`src/rtl/execute_cycle_if.sv`:
```
// execute_cycle_if: E-stage bundle from decode, branch resolution back to fetch,
// and the EX/MEM bundle toward the memory stage.
// The slave side is the execute stage; the master side is its environment.
interface execute_cycle_if #(
    parameter int unsigned WIDTH = 32
);
    // decode -> execute
    logic             RegWriteE;
    logic             ALU_SrcE;
    logic             MemWriteE;
    logic             ResultSrcE;
    logic             BranchE;
    logic [2:0]       ALUControlE;
    logic [WIDTH-1:0] RD1_E;
    logic [WIDTH-1:0] RD2_E;
    logic [WIDTH-1:0] Imm_Ext_E;
    logic [4:0]       RD_E;
    logic [WIDTH-1:0] PCE;
    logic [WIDTH-1:0] PCPlus4E;
    // writeback result and hazard-unit selects
    logic [WIDTH-1:0] ResultW;
    logic [1:0]       ForwardA_E;
    logic [1:0]       ForwardB_E;
    // branch resolution (combinational)
    logic             PCSrcE;
    logic [WIDTH-1:0] PCTargetE;
    // EX/MEM register outputs
    logic             RegWriteM;
    logic             MemWriteM;
    logic             ResultSrcM;
    logic [4:0]       RD_M;
    logic [WIDTH-1:0] ALU_ResultM;
    logic [WIDTH-1:0] WriteDataM;
    logic [WIDTH-1:0] PCPlus4M;

    modport master (
        output RegWriteE, ALU_SrcE, MemWriteE, ResultSrcE, BranchE, ALUControlE,
               RD1_E, RD2_E, Imm_Ext_E, RD_E, PCE, PCPlus4E,
               ResultW, ForwardA_E, ForwardB_E,
        input  PCSrcE, PCTargetE,
               RegWriteM, MemWriteM, ResultSrcM, RD_M,
               ALU_ResultM, WriteDataM, PCPlus4M
    );

    modport slave (
        input  RegWriteE, ALU_SrcE, MemWriteE, ResultSrcE, BranchE, ALUControlE,
               RD1_E, RD2_E, Imm_Ext_E, RD_E, PCE, PCPlus4E,
               ResultW, ForwardA_E, ForwardB_E,
        output PCSrcE, PCTargetE,
               RegWriteM, MemWriteM, ResultSrcM, RD_M,
               ALU_ResultM, WriteDataM, PCPlus4M
    );
endinterface

```
`src/rtl/execute_cycle.sv`:
```
// execute_cycle: RV32I execute stage -- operand forwarding, ALU, BEQ resolution,
// branch target, and the EX/MEM pipeline register (1-cycle latency, no stall).
// Optional: define EXECUTE_BRANCH_COUNT_EN to add the BranchTakenCnt output.
module execute_cycle #(
    parameter int unsigned WIDTH = 32
) (
    input  logic             clk,
    input  logic             rst,
    execute_cycle_if.slave   bus
`ifdef EXECUTE_BRANCH_COUNT_EN
    ,
    output logic [WIDTH-1:0] BranchTakenCnt
`endif
);

    typedef enum logic [2:0] {
        ALU_ADD  = 3'b000,
        ALU_SUB  = 3'b001,
        ALU_AND  = 3'b010,
        ALU_OR   = 3'b011,
        ALU_RSV4 = 3'b100,
        ALU_SLT  = 3'b101,
        ALU_RSV6 = 3'b110,
        ALU_RSV7 = 3'b111
    } alu_op_e;

    alu_op_e          alu_op;
    logic [WIDTH-1:0] src_a;
    logic [WIDTH-1:0] write_data;
    logic [WIDTH-1:0] src_b;
    logic [WIDTH-1:0] alu_result;
    logic             slt;
    logic             zero;
    logic             pc_src;

    logic             reg_write_q;
    logic             mem_write_q;
    logic             result_src_q;
    logic [4:0]       rd_q;
    logic [WIDTH-1:0] alu_result_q;
    logic [WIDTH-1:0] write_data_q;
    logic [WIDTH-1:0] pc_plus4_q;

    assign alu_op = alu_op_e'(bus.ALUControlE);

    // Forward mux A: register file, writeback result, or previous ALU result
    always_comb begin
        src_a = bus.RD1_E;
        case (bus.ForwardA_E)
            2'b01:   src_a = bus.ResultW;
            2'b10:   src_a = alu_result_q;
            default: src_a = bus.RD1_E;
        endcase
    end

    // Forward mux B: same encoding; its output is also the store data
    always_comb begin
        write_data = bus.RD2_E;
        case (bus.ForwardB_E)
            2'b01:   write_data = bus.ResultW;
            2'b10:   write_data = alu_result_q;
            default: write_data = bus.RD2_E;
        endcase
    end

    assign src_b = bus.ALU_SrcE ? bus.Imm_Ext_E : write_data;
    assign slt   = $signed(src_a) < $signed(src_b);

    // ALU: arithmetic wraps, reserved encodings produce zero
    always_comb begin
        alu_result = '0;
        case (alu_op)
            ALU_ADD: alu_result = src_a + src_b;
            ALU_SUB: alu_result = src_a - src_b;
            ALU_AND: alu_result = src_a & src_b;
            ALU_OR:  alu_result = src_a | src_b;
            ALU_SLT: alu_result = {{(WIDTH-1){1'b0}}, slt};
            default: alu_result = '0;
        endcase
    end

    assign zero          = (alu_result == '0);
    assign pc_src        = zero & bus.BranchE;
    assign bus.PCSrcE    = pc_src;
    assign bus.PCTargetE = bus.PCE + bus.Imm_Ext_E;

    // EX/MEM register: captures every cycle, cleared asynchronously by reset
    always_ff @(posedge clk or negedge rst) begin
        if (!rst) begin
            reg_write_q  <= 1'b0;
            mem_write_q  <= 1'b0;
            result_src_q <= 1'b0;
            rd_q         <= '0;
            alu_result_q <= '0;
            write_data_q <= '0;
            pc_plus4_q   <= '0;
        end else begin
            reg_write_q  <= bus.RegWriteE;
            mem_write_q  <= bus.MemWriteE;
            result_src_q <= bus.ResultSrcE;
            rd_q         <= bus.RD_E;
            alu_result_q <= alu_result;
            write_data_q <= write_data;
            pc_plus4_q   <= bus.PCPlus4E;
        end
    end

    assign bus.RegWriteM   = reg_write_q;
    assign bus.MemWriteM   = mem_write_q;
    assign bus.ResultSrcM  = result_src_q;
    assign bus.RD_M        = rd_q;
    assign bus.ALU_ResultM = alu_result_q;
    assign bus.WriteDataM  = write_data_q;
    assign bus.PCPlus4M    = pc_plus4_q;

`ifdef EXECUTE_BRANCH_COUNT_EN
    logic [WIDTH-1:0] taken_cnt_q;

    // Taken-branch counter, wraps naturally at all-ones
    always_ff @(posedge clk or negedge rst) begin
        if (!rst) begin
            taken_cnt_q <= '0;
        end else if (pc_src) begin
            taken_cnt_q <= taken_cnt_q + 1'b1;
        end
    end

    assign BranchTakenCnt = taken_cnt_q;
`endif

endmodule

```
`src/flat_wrapper.sv`:
```
// flat-port wrapper written by rule: the top's interface ports become plain ports
module execute_cycle_flat 
#(
    parameter int unsigned WIDTH = 32
)
  (clk, rst, bus_RegWriteE, bus_ALU_SrcE, bus_MemWriteE, bus_ResultSrcE, bus_BranchE, bus_ALUControlE, bus_RD1_E, bus_RD2_E, bus_Imm_Ext_E, bus_RD_E, bus_PCE, bus_PCPlus4E, bus_ResultW, bus_ForwardA_E, bus_ForwardB_E, bus_PCSrcE, bus_PCTargetE, bus_RegWriteM, bus_MemWriteM, bus_ResultSrcM, bus_RD_M, bus_ALU_ResultM, bus_WriteDataM, bus_PCPlus4M);
  execute_cycle_if #(.WIDTH(WIDTH)) bus_i ();
  input  logic clk;
  input  logic rst;
  input wire logic [$bits(bus_i.RegWriteE)-1:0] bus_RegWriteE;
  input wire logic [$bits(bus_i.ALU_SrcE)-1:0] bus_ALU_SrcE;
  input wire logic [$bits(bus_i.MemWriteE)-1:0] bus_MemWriteE;
  input wire logic [$bits(bus_i.ResultSrcE)-1:0] bus_ResultSrcE;
  input wire logic [$bits(bus_i.BranchE)-1:0] bus_BranchE;
  input wire logic [$bits(bus_i.ALUControlE)-1:0] bus_ALUControlE;
  input wire logic [$bits(bus_i.RD1_E)-1:0] bus_RD1_E;
  input wire logic [$bits(bus_i.RD2_E)-1:0] bus_RD2_E;
  input wire logic [$bits(bus_i.Imm_Ext_E)-1:0] bus_Imm_Ext_E;
  input wire logic [$bits(bus_i.RD_E)-1:0] bus_RD_E;
  input wire logic [$bits(bus_i.PCE)-1:0] bus_PCE;
  input wire logic [$bits(bus_i.PCPlus4E)-1:0] bus_PCPlus4E;
  input wire logic [$bits(bus_i.ResultW)-1:0] bus_ResultW;
  input wire logic [$bits(bus_i.ForwardA_E)-1:0] bus_ForwardA_E;
  input wire logic [$bits(bus_i.ForwardB_E)-1:0] bus_ForwardB_E;
  output wire logic [$bits(bus_i.PCSrcE)-1:0] bus_PCSrcE;
  output wire logic [$bits(bus_i.PCTargetE)-1:0] bus_PCTargetE;
  output wire logic [$bits(bus_i.RegWriteM)-1:0] bus_RegWriteM;
  output wire logic [$bits(bus_i.MemWriteM)-1:0] bus_MemWriteM;
  output wire logic [$bits(bus_i.ResultSrcM)-1:0] bus_ResultSrcM;
  output wire logic [$bits(bus_i.RD_M)-1:0] bus_RD_M;
  output wire logic [$bits(bus_i.ALU_ResultM)-1:0] bus_ALU_ResultM;
  output wire logic [$bits(bus_i.WriteDataM)-1:0] bus_WriteDataM;
  output wire logic [$bits(bus_i.PCPlus4M)-1:0] bus_PCPlus4M;
  assign bus_i.RegWriteE = bus_RegWriteE;
  assign bus_i.ALU_SrcE = bus_ALU_SrcE;
  assign bus_i.MemWriteE = bus_MemWriteE;
  assign bus_i.ResultSrcE = bus_ResultSrcE;
  assign bus_i.BranchE = bus_BranchE;
  assign bus_i.ALUControlE = bus_ALUControlE;
  assign bus_i.RD1_E = bus_RD1_E;
  assign bus_i.RD2_E = bus_RD2_E;
  assign bus_i.Imm_Ext_E = bus_Imm_Ext_E;
  assign bus_i.RD_E = bus_RD_E;
  assign bus_i.PCE = bus_PCE;
  assign bus_i.PCPlus4E = bus_PCPlus4E;
  assign bus_i.ResultW = bus_ResultW;
  assign bus_i.ForwardA_E = bus_ForwardA_E;
  assign bus_i.ForwardB_E = bus_ForwardB_E;
  assign bus_PCSrcE = bus_i.PCSrcE;
  assign bus_PCTargetE = bus_i.PCTargetE;
  assign bus_RegWriteM = bus_i.RegWriteM;
  assign bus_MemWriteM = bus_i.MemWriteM;
  assign bus_ResultSrcM = bus_i.ResultSrcM;
  assign bus_RD_M = bus_i.RD_M;
  assign bus_ALU_ResultM = bus_i.ALU_ResultM;
  assign bus_WriteDataM = bus_i.WriteDataM;
  assign bus_PCPlus4M = bus_i.PCPlus4M;
  execute_cycle #(.WIDTH(WIDTH)) u_core (.clk(clk), .rst(rst), .bus(bus_i));
endmodule
```
`config.mk`:
```
export PLATFORM = sky130hd
export DESIGN_NAME = execute_cycle_flat
export DESIGN_NICKNAME = d
export VERILOG_FILES = /design/src/rtl/execute_cycle_if.sv /design/src/rtl/execute_cycle.sv /design/src/flat_wrapper.sv
export SDC_FILE = /design/constraint.sdc
export NUM_CORES = 1
export LEC_CHECK = 0
export ABC_AREA = 1
export BUFFER_PORTS_ARGS = -buffer_cell sky130_fd_sc_hd__buf_2
export CAP_MARGIN = 20
export CORE_ASPECT_RATIO = 1.4
export CORE_MARGIN = 8
export CORE_UTILIZATION = 47
export CTS_CLUSTER_DIAMETER = 200
export DETAILED_ROUTE_END_ITERATION = 16
export GPL_TIMING_DRIVEN = 0
export PLACE_DENSITY = 0.73
export SLEW_MARGIN = 20
export SYNTH_ARGS = -nofsm -noshare
export SYNTH_HDL_FRONTEND = slang
export SYNTH_SLANG_ARGS = --single-unit
export TNS_END_PERCENT = 5
```
`constraint.sdc`:
```
create_clock -name clk -period 3.7 [get_ports clk]
set_clock_uncertainty 0.05 [all_clocks]
set_input_delay 0 -clock clk [delete_from_list [all_inputs] [get_ports clk]]
set_output_delay 0 -clock clk [all_outputs]
set_load 0.005 [all_outputs]
```
== Word-level counts from Yosys, hierarchy flattened ==
Cells that the tools add are included.
Storage, ports and cells
  input port bits: 211
  flip-flop bits (word level): 104
  output and inout port bits: 137
  logic and storage cells: 28
Cells by class
  equal/unequal tests: 8
  add/sub/neg operators: 3
  magnitude comparators: 1
  multiplexer cells: 4
  reduce and logical (&&, ||, !) cells: 2
  bitwise operators: 3
Operators by type and width (number)
  $pmux 32 s5: 1
  $pmux 32 s2: 2
  $add 32x32->32: 2
  $and 32x32->32: 1
  $logic_not 32->1: 1
  $lt 32x32->1: 1
  $mux 32: 1
  $or 32x32->32: 1
  $sub 32x32->32: 1
  $eq 3x2->1 const B: 2
  $eq 2x1->1 const B: 2
  $eq 2x2->1 const B: 2
  $eq 3x1->1 const B: 1
  $eq 3x3->1 const B: 1
  $logic_not 3->1: 1
  $and 1x1->1: 1

== Logic depth before layout (Yosys ltp) ==
Gate-level depths: netlist of the first run.
  depth after elaboration: 7
  gate-level depth with buffers: 27
  mapped depth without buffers: 25

== Worst setup path after synthesis of the first run ==
No wires, ideal clock.
  path type: input port to output port
  from: input bus_ForwardB_E[0]
  to: output bus_PCSrcE
  required time: 3.650 ns
  slack: 0.526 ns
  stages on the path: 27
  path buffers: 2
  arrival time: 3.124 ns
  cells stage by stage: inv_1 -> ha_1 -> clkbuf_1 -> inv_1 -> clkbuf_1 -> o21ai_0 -> o21ai_0 -> ha_1 -> inv_1 -> fa_1 -> inv_1 -> nand3_1 -> nand2_1 -> nand2_1 -> nand2_1 -> nand2_1 -> nand2_1 -> nand2_1 -> nand2_1 -> nand2_1 -> nand2_1 -> nor2_1 -> nor2_1 -> nand2_1 -> nor2_1 -> nand3_1 -> nor2_1
On the way
  longest elaborated chain between the ends: 7
  elaborated cells on any way between the ends: 12
  classes of those cells: add/sub (2); order compare (1); eq/ne (2); mux (3); bitwise (3); reduce/logical (1)
RTL lines
  start: declaration: line flat_wrapper.sv:24  | input wire logic [$bits(bus_i.ForwardB_E)-1:0] bus_ForwardB_E;
  $eq 2x2->1 / $eq 2x1->1 (equally long branches): line execute_cycle.sv:59  | case (bus.ForwardB_E)
  $pmux 32 s2 (*): line execute_cycle.sv:59
  $mux 32 (*): line execute_cycle.sv:66  | assign src_b = bus.ALU_SrcE ? bus.Imm_Ext_E : write_data;
  $sub 32x32->32, or another cell as far along: line execute_cycle.sv:74  | ALU_SUB: alu_result = src_a - src_b;
  $pmux 32 s5 (*): line execute_cycle.sv:72  | case (alu_op)
  $logic_not 32->1 (*): line execute_cycle.sv:82  | assign zero = (alu_result == '0);
  $and 1x1->1 (*): line execute_cycle.sv:83  | assign pc_src = zero & bus.BranchE;
  end: declaration: line flat_wrapper.sv:25  | output wire logic [$bits(bus_i.PCSrcE)-1:0] bus_PCSrcE;
Every way passes the cells marked *; elsewhere a longest branch is shown, timed or not.

== Final worst setup path of the first run ==
  from: register u_core.alu_result_q[21], in the netlist u_core.bus.ALU_ResultM[21]
  to: output bus_PCSrcE
On the way
  longest elaborated chain between the ends: 6
  elaborated cells on any way between the ends: 11
  classes of those cells: add/sub (2); order compare (1); mux (4); bitwise (3); reduce/logical (1)
RTL lines
  start: declaration: line execute_cycle.sv:40  | logic [WIDTH-1:0] alu_result_q;
  start signal: assignment: line execute_cycle.sv:102  | alu_result_q <= alu_result;
  $pmux 32 s2: line execute_cycle.sv:59
  $mux 32: line execute_cycle.sv:66
  $sub 32x32->32, or another cell as far along: line execute_cycle.sv:74
  $pmux 32 s5 (*): line execute_cycle.sv:72
  $logic_not 32->1 (*): line execute_cycle.sv:82
  $and 1x1->1 (*): line execute_cycle.sv:83
Marked as above.

==> metrics.yaml, run 1 <==
gp_congestion: 1.093
cpLargestDelayFamily: "simple AND/OR/NAND/NOR gates"
drtPass1Iterations: 6
ir_drop_v: 0.0002043
final_common_cell: "nand2_1"
min_period_over_period_pct: 101.5
powerDensity_mw_per_mm2: 385.0
fin_util_pct: 67.22
path_class: "reg -> out"
dp_slack_ns: -1.234
grt.total_usage_pct: 37.72
cts_sinks: 104
mostFrequentLayoutCells: "nand2_1, buf_2, inv_1"
row_count: 70
numCtsBuffers: 9
leakage_nw: 9.495
critPathCaptureType: "output port"
syn-num-nets: 2293
critPathMostFrequentCell: "nor2_2"
cts_max_level: 3
syn_area_sq_mm: 0.01223
cp_slowest_cell: "dfrtp_1"
worstMarginPinSlew_ns: 0.7763
synth_mux_area_share_pct: 0
synth-async-reset-ratio_pct: 100.0
antenna_found_initial: 8
setup_viol: 1
clk_pin_slew_ns: 0.09
grt_use_met1_pct: 41.91
synthSimpleGateAreaFrac_pct: 30.32
worst_slack_ns: -0.05573
overflow: 0
grt_pass1_wl_mm: 90.78
ioPinCount: 348
cp_cell_sequence: "a221o_1 > o21ai_1 > inv_1 > ha_1 > buf_4 > nand2_1 > nor2_2 > nand2_1 > nor4_2 > nand2_2 > a21oi_1 > nor2_1 > nor2_4 > nand2_2 > nor2_2 > nand3_1 > nor2_2 > buf_2"
hold_path.class: "in -> reg"
nets: 2792
yosys_warnings: 0
grt_use_met2_pct: 68.44
place_hpwl_mm: 50.18
fmax_mhz: 266.3
fin_crit_ns: 3.756
synth_fa_ha_area_share_pct: 13.90
viasPerCell: 5.697
ys_seq_area_share_pct: 21.29
start_util_pct: 47.32
ys_seq_elements: 104
grt.busiest_layer: "met2"
critPathLaunchType: "register"
synth_top_family_by_area: "simple AND/OR/NAND/NOR gates"
cp_data_required_time_ns: 3.65
grt_max_degree: 75
grt_setup_unrepaired: "yes"
r2r_slack_ns: 0.52
nFillCells: 2311
die_area_sq_mm: 0.03150
grt_pass1_vias: 15620
clock_latency_ns: 0.38
io_buffers: 346
final_cell_area_sq_mm: 0.01737
vias: 15870
drc: 0
tns_ns: -0.05573
drv_cap: 0
run_status: "finished with violations"
synth_xor_area_share_pct: 2.292
path_max_fanout: 10
slew_viol_final: 0
violations: "setup timing"
cts_tree: "built"
synth_flop_cell: "dfrtp_1"
wl_per_cell_um: 22.41
synth-compound-area-share_pct: 18.31
syn-mean-instance-area_sq_um: 6.277
slew-limit-headroom_pct: 48.25
clock-root-buffer: "clkbuf_16"
die_h_um: 206.8
cpPeakStageDelay_ns: 0.43
dpl-instance-area_sq_mm: 0.01440
critPathBufInv: 3
synthCells: 1948
hold_viol: 0
syn2layout_area_growth_pct: 42.05
drtIter0Drc: 1566
drt-total-wl_mm: 62.44
fp.dieW_um: 152.3
clk_path_buf_depth: 2
synth_edf_count: 0
coreArea_sq_mm: 0.02584
use_met3_pct: 5.771
synth.distinct_cells: 47
critPathArrivalTime_ns: 3.71
ant_nets: 0
total_power_mw: 6.687
drive_gt1_share_pct: 31.48
==> state kept, by name, summed over array words and instances (netlist names) <==
| name | flops |
|---|---|
| u_core.bus.RD_M | 5 |
| u_core.bus.PCPlus4M | 32 |
| u_core.bus.WriteDataM | 32 |
| u_core.bus.RegWriteM | 1 |
| u_core.bus.MemWriteM | 1 |
| u_core.bus.ResultSrcM | 1 |
| u_core.bus.ALU_ResultM | 32 |
==> where the power goes <==
| part | switching [mW] | internal [mW] | leakage, nW |
|---|---|---|---|
| Sequential | 0.0914 | 1.27 | 1.26 |
| Clock | 0.541 | 0.543 | 0.151 |
| Combinational | 2.69 | 1.56 | 8.08 |
==> final cells by class <==
type,instances,area [sq um],area share [%]
multi-input combinational,1412,9141,52.63
timing repair buffer,490,3079,17.73
sequential,104,2604,14.99
inverter,369,1385,7.975
buffer,61,416.7,2.399
tap,324,405.4,2.334
clock buffer,9,225.2,1.297
clock inverter,7,86.33,0.4971
antenna,10,25.02,0.1441
==> repair_timing <==
action	CTS	global route
endpoints found under the setup margin	20	1
cloned	0	2
pin swaps	43	91
gates resized for setup	249	218
setup buffers	18	33
endpoints found under the hold margin	177	1
hold buffers	89	1
==> cells by family (layout without fill, tap and decap cells) <==
| logic type | after synthesis | count (layout) |
|---|---|---|
| buf+inv | 432 | 936 |
| flops | 104 | 104 |
| fa+ha+maj | 134 | 134 |
| compound gates | 363 | 363 |
| simple gates | 883 | 883 |
| other cells | 0 | 10 |
| xor+xnor | 32 | 32 |
==> path summary, 6_finish.rpt <==
check / start / end / cells after the start
setup / recovery: u_core.bus.ALU_ResultM[21] / bus_PCSrcE / 18
hold / removal: bus_ResultW[22] / u_core.bus.WriteDataM[22] / 4
setup reg to reg: u_core.bus.ALU_ResultM[0] / u_core.bus.ALU_ResultM[24] / 23
hold reg to reg: u_core.bus.ALU_ResultM[24] / u_core.bus.WriteDataM[24] / 3
max in group asynchronous: rst / u_core.bus.ALU_ResultM[1] / 3
min in group asynchronous: rst / u_core.bus.ALU_ResultM[23] / 2
==> synthesized netlist by cell type (2+ instances only) <==
| cell | count | area [sq um] |
|---|---|---|
| clkbuf_1 | 34 | 127.6 |
| buf_4 | 13 | 97.59 |
| xnor2_1 | 9 | 78.83 |
| nand3_2 | 4 | 40.04 |
| a21oi_1 | 102 | 510.5 |
| o21bai_1 | 10 | 75.07 |
| nand2_1 | 502 | 1884 |
| fa_1 | 3 | 60.06 |
| or2_2 | 3 | 18.77 |
| o211ai_1 | 2 | 15.01 |
| and2_1 | 5 | 31.28 |
| nand2_2 | 11 | 68.82 |
| o21a_1 | 3 | 22.52 |
| o21ai_1 | 17 | 85.08 |
| nor3_2 | 4 | 40.04 |
| nand3b_1 | 8 | 60.06 |
| inv_2 | 7 | 26.28 |
| ha_1 | 131 | 1639 |
| buf_2 | 11 | 55.05 |
| xor2_1 | 23 | 201.4 |
| a221oi_1 | 2 | 17.52 |
| dfrtp_1 | 104 | 2603 |
| a21boi_0 | 2 | 15.01 |
| a21oi_2 | 3 | 26.28 |
| buf_1 | 3 | 11.26 |
| nand4_1 | 12 | 75.07 |
| nor4_1 | 3 | 18.77 |
| o21ai_0 | 130 | 650.6 |
| and3_1 | 2 | 12.51 |
| a31oi_1 | 4 | 25.02 |
| a21o_1 | 5 | 37.54 |
| buf_6 | 2 | 22.52 |
| a221o_1 | 60 | 600.6 |
| nor3_1 | 10 | 50.05 |
| nor2_1 | 178 | 668.1 |
| nor2_2 | 12 | 75.07 |
| nand3_1 | 127 | 635.6 |
| o22ai_1 | 18 | 112.6 |
| inv_1 | 361 | 1355 |
==> tightest hold or removal path: cells and delay by family <==
kind	cells	cell delay (ns)
buffers and inverters	2	0.18
AOI/OAI and AO/OA	2	0.23
==> layer usage <==
layer,wire length [um],vias to the layer above
met5,0,-
met4,3700,0
met3,5000,213
met2,31220,925
met1,22520,7468
li1,-,7266
==> per-stage QoR <==
step	hold WS (ns)	instances
after floorplan	-0.3456	1948
after global placement	0.05732	2618
after detailed placement	-0.1451	2619
after CTS	0.0004564	2741
after global routing	0.01215	2785
final	0.01041	2786
No activity file was read; power rests on OpenSTA's default activity.
==> run 2, diff against run 1 <==
--- a/config.mk
+++ b/config.mk
@@ -5,16 +5,16 @@
 export SDC_FILE = /design/constraint.sdc
 export NUM_CORES = 1
 export LEC_CHECK = 0
-export ABC_AREA = 1
 export BUFFER_PORTS_ARGS = -buffer_cell sky130_fd_sc_hd__buf_2
 export CAP_MARGIN = 20
-export CORE_ASPECT_RATIO = 1.4
+export CORE_ASPECT_RATIO = 2
 export CORE_MARGIN = 8
 export CORE_UTILIZATION = 47
 export CTS_CLUSTER_DIAMETER = 200
+export CTS_CLUSTER_SIZE = 30
 export DETAILED_ROUTE_END_ITERATION = 16
 export GPL_TIMING_DRIVEN = 0
-export PLACE_DENSITY = 0.73
+export PLACE_DENSITY = 0.75
 export SLEW_MARGIN = 20
 export SYNTH_ARGS = -nofsm -noshare
 export SYNTH_HDL_FRONTEND = slang
==> run 2 against run 1 <==
  * The run still ends with setup timing left
  * Via count decreased by 21%
  * Non-clock buffer count fell by 41
  * Sequential share of layout area grew 2.9 points
  * Hold slack improved by 0.0060 ns
  * Synthesized area shrank 13%
  * Synthesized cell count is 29% lower
  * Sequential power barely moved
  * Wire length is 22% lower
  * Fmax fell by 23%
  * Sequential cell count stayed put
  * Clock-buffer cell count stayed put
  * Global-route usage fell by 4.7 points
  * Largest power group unchanged
==> metrics.yaml, run 2 <==
dpl-instance-area_sq_mm: 0.01286  # -11%
critPathCaptureType: "output port"
clock-root-buffer: "clkbuf_16"
violations: "setup timing"
syn_area_sq_mm: 0.01062  # -13%
fp.dieW_um: 122.3  # -20%
worstMarginPinSlew_ns: 0.8643  # +0.08809 ns
yosysTopAreaCell: "dfrtp_1"
fmax_mhz: 205.2  # -23%
hold_viol: 0  # unchanged
viasPerCell: 5.960  # +4.6%
multi_input_area_sq_mm: 0.007671  # -16%
cp_data_required_time_ns: 3.65  # about the same
critPathLaunchType: "register"
yosys_warnings: 0  # unchanged
drive_gt1_share_pct: 28.69  # -2.8 points
row_count: 78  # +11%
grt.total_usage_pct: 33.05  # -4.7 points
ys_seq_area_share_pct: 24.51  # +3.2 points
cts_sinks: 104  # unchanged
cts_max_level: 3  # unchanged
clock_latency_ns: 0.38  # about the same
antenna_found_initial: 5  # -3
ant_nets: 0  # unchanged
fin_crit_ns: 4.872  # +1.117 ns
synth_most_common_cell: "inv_1"
syn-num-nets: 1723  # -25%
cts_tree: "built"
synth.distinct_cells: 76  # +62%
grt_max_degree: 73  # -2.7%
slew_viol_final: 0  # unchanged
drt-total-wl_mm: 48.54  # -22%
ir_drop_v: 0.0003399  # +66%
syn-mean-instance-area_sq_um: 7.705  # +23%
setup_viol: 4  # +3
drtPass1Iterations: 6  # unchanged
synth-async-reset-ratio_pct: 100.0  # unchanged
die_area_sq_mm: 0.02795  # -11%
min_period_over_period_pct: 131.7  # +30 points
mostFrequentLayoutCells: "buf_2, inv_1, nand2_1"
nets: 2170  # -22%
critPathArrivalTime_ns: 4.82  # +1.11 ns
synth_top_area_share_pct: 24.51  # +3.2 points
hold_path.class: "in -> async"
gp_congestion: 0.9920  # -9.3%
nFillCells: 1955  # -15%
die_h_um: 228.6  # +11%
register_area_sq_mm: 0.002603  # about the same
synth_commonest_cells: "inv_1, nand2_1, a21oi_1, ha_1, o21ai_0"
synthCells: 1378  # -29%
grt_pass1_vias: 12350  # -21%
path_class: "reg -> out"
drtIter0Drc: 1320  # -16%
drc: 0  # unchanged
powerDensity_mw_per_mm2: 354.2  # -8.0%
synth_flop_cell: "dfrtp_1"
place_hpwl_mm: 38.72  # -23%
vias: 12610  # -21%
clk_pin_slew_ns: 0.08  # about the same
leakage_nw: 7.226  # -24%
io_buffers: 344  # -0.58%
synth_edf_count: 0  # unchanged
grt_pass1_wl_mm: 71.01  # -22%
ys_seq_elements: 104  # unchanged
start_util_pct: 47.30  # about the same
grt_setup_unrepaired: "yes"
worst_slack_ns: -1.172  # -1.117 ns
drv_cap: 0  # unchanged
wl_per_cell_um: 22.94  # +2.4%
path_max_fanout: 9  # -1
run_status: "finished with violations"
slew-limit-headroom_pct: 42.38  # -5.9 points
final_cell_area_sq_mm: 0.01456  # -16%
coreArea_sq_mm: 0.02245  # -13%
overflow: 0  # unchanged
numCtsBuffers: 9  # unchanged
syn2layout_area_growth_pct: 37.12
ys_top_cells_by_area: "dfrtp_1, ha_1, a21oi_1"
dp_slack_ns: -1.473  # -0.2389 ns
ioPinCount: 348  # unchanged
final_common_cell: "buf_2"
clk_path_buf_depth: 2  # unchanged
## run 2: report_power, final
| group | total, mW | internal [mW] | leakage [nW] | switching (mW) |
|---|---|---|---|---|
| clock network | 1.05 | 0.544 | 0.156 | 0.508 |
| logic | 2.77 | 1.14 | 5.79 | 1.63 |
| registers | 1.33 | 1.25 | 1.29 | 0.0783 |
## run 2: area by class of cell
class                   count  area share [%]
multi-input cells        1056           52.69
flip-flops and latches    104           17.88
inverters                 144           3.713
plain buffers              72           2.888
well taps                 280           2.406
clock inverters             7          0.6360
repair buffers            438           18.14
clock buffers               9           1.547
diodes                      6          0.1031
## run 2: per-stage QoR
stage	hold slack, ns	setup TNS (ns)	power (mW)	utilization [%]	std cells
2_1_floorplan	-0.3456	-0.07732	2.845	-	1378
3_3_place_gp	0.05799	-11.98	3.700	57.16	2002
3_5_place_dp	-0.1392	-11.63	3.713	57.31	2003
4_1_cts	0.02162	-1.962	4.932	62.95	2101
5_1_grt	0.03700	-2.898	5.437	64.84	2114
6_report	0.01644	-1.804	5.157	64.86	2116
## run 2: cell families after synthesis
logic type,Yosys count,share of synthesized area [%]
buffers and inverters,218,8.108
and+or+nand+nor,363,15.72
adders and majority gates,134,16.00
xor gates and xnor gates,55,4.537
AOI/OAI and AO/OA,498,30.44
DFF,104,24.51
muxes,6,0.6835
## run 2: worst paths after layout
kind                                       startpoint  depth (start not counted)  slack, ns                    endpoint
setup reg to reg           u_core.bus.ALU_ResultM[10]                         17      -0.27  u_core.bus.ALU_ResultM[31]
min in group clk                   bus_ALUControlE[1]                          3       0.06   u_core.bus.ALU_ResultM[1]
hold reg to reg             u_core.bus.ALU_ResultM[6]                          7       1.15   u_core.bus.ALU_ResultM[6]
max in group asynchronous                         rst                          3       2.90   u_core.bus.ALU_ResultM[6]
setup / recovery            u_core.bus.ALU_ResultM[6]                         19      -1.17                  bus_PCSrcE
hold / removal                                    rst                          2       0.02     u_core.bus.PCPlus4M[16]
## run 2: repair_timing
action / CTS / global route
gates resized for setup: 40 / 99
pin swaps: 20 / 39
hold buffers: 75 / 0
hold endpoints to repair: 176 / 0
endpoints found under the setup margin: 14 / 18
buffers inserted: 7 / 11
## run 2: critical path: stages, from the launching register on
cell and delay [ns]:
dfrtp_1 0.39, a22oi_1 0.19, nor2_1 0.08, a21oi_2 0.14, o21ai_1 0.12, ha_1 0.35, buf_6 0.14, nor2b_1 0.18
o21ai_0 0.17, a211oi_2 0.41, or3_4 0.21, o31ai_1 0.07, a211o_1 0.39, nor3_1 0.21, nand4b_1 0.29, nor4_4 0.37
nand4bb_1 0.17, nor4_2 0.21, and4bb_1 0.22, buf_2 0.12
## run 2: layer usage
layer | wire length, um | vias up | share of wire, % | global-route usage, %
li1 | - | 5804 | - | -
met4 | 2766 | 0 | 5.7 | 18.82
met2 | 23330 | 761 | 48 | 55.04
met1 | 17770 | 5892 | 37 | 38.44
met5 | 0 | - | 0 | 0
met3 | 4679 | 155 | 9.6 | 6.086
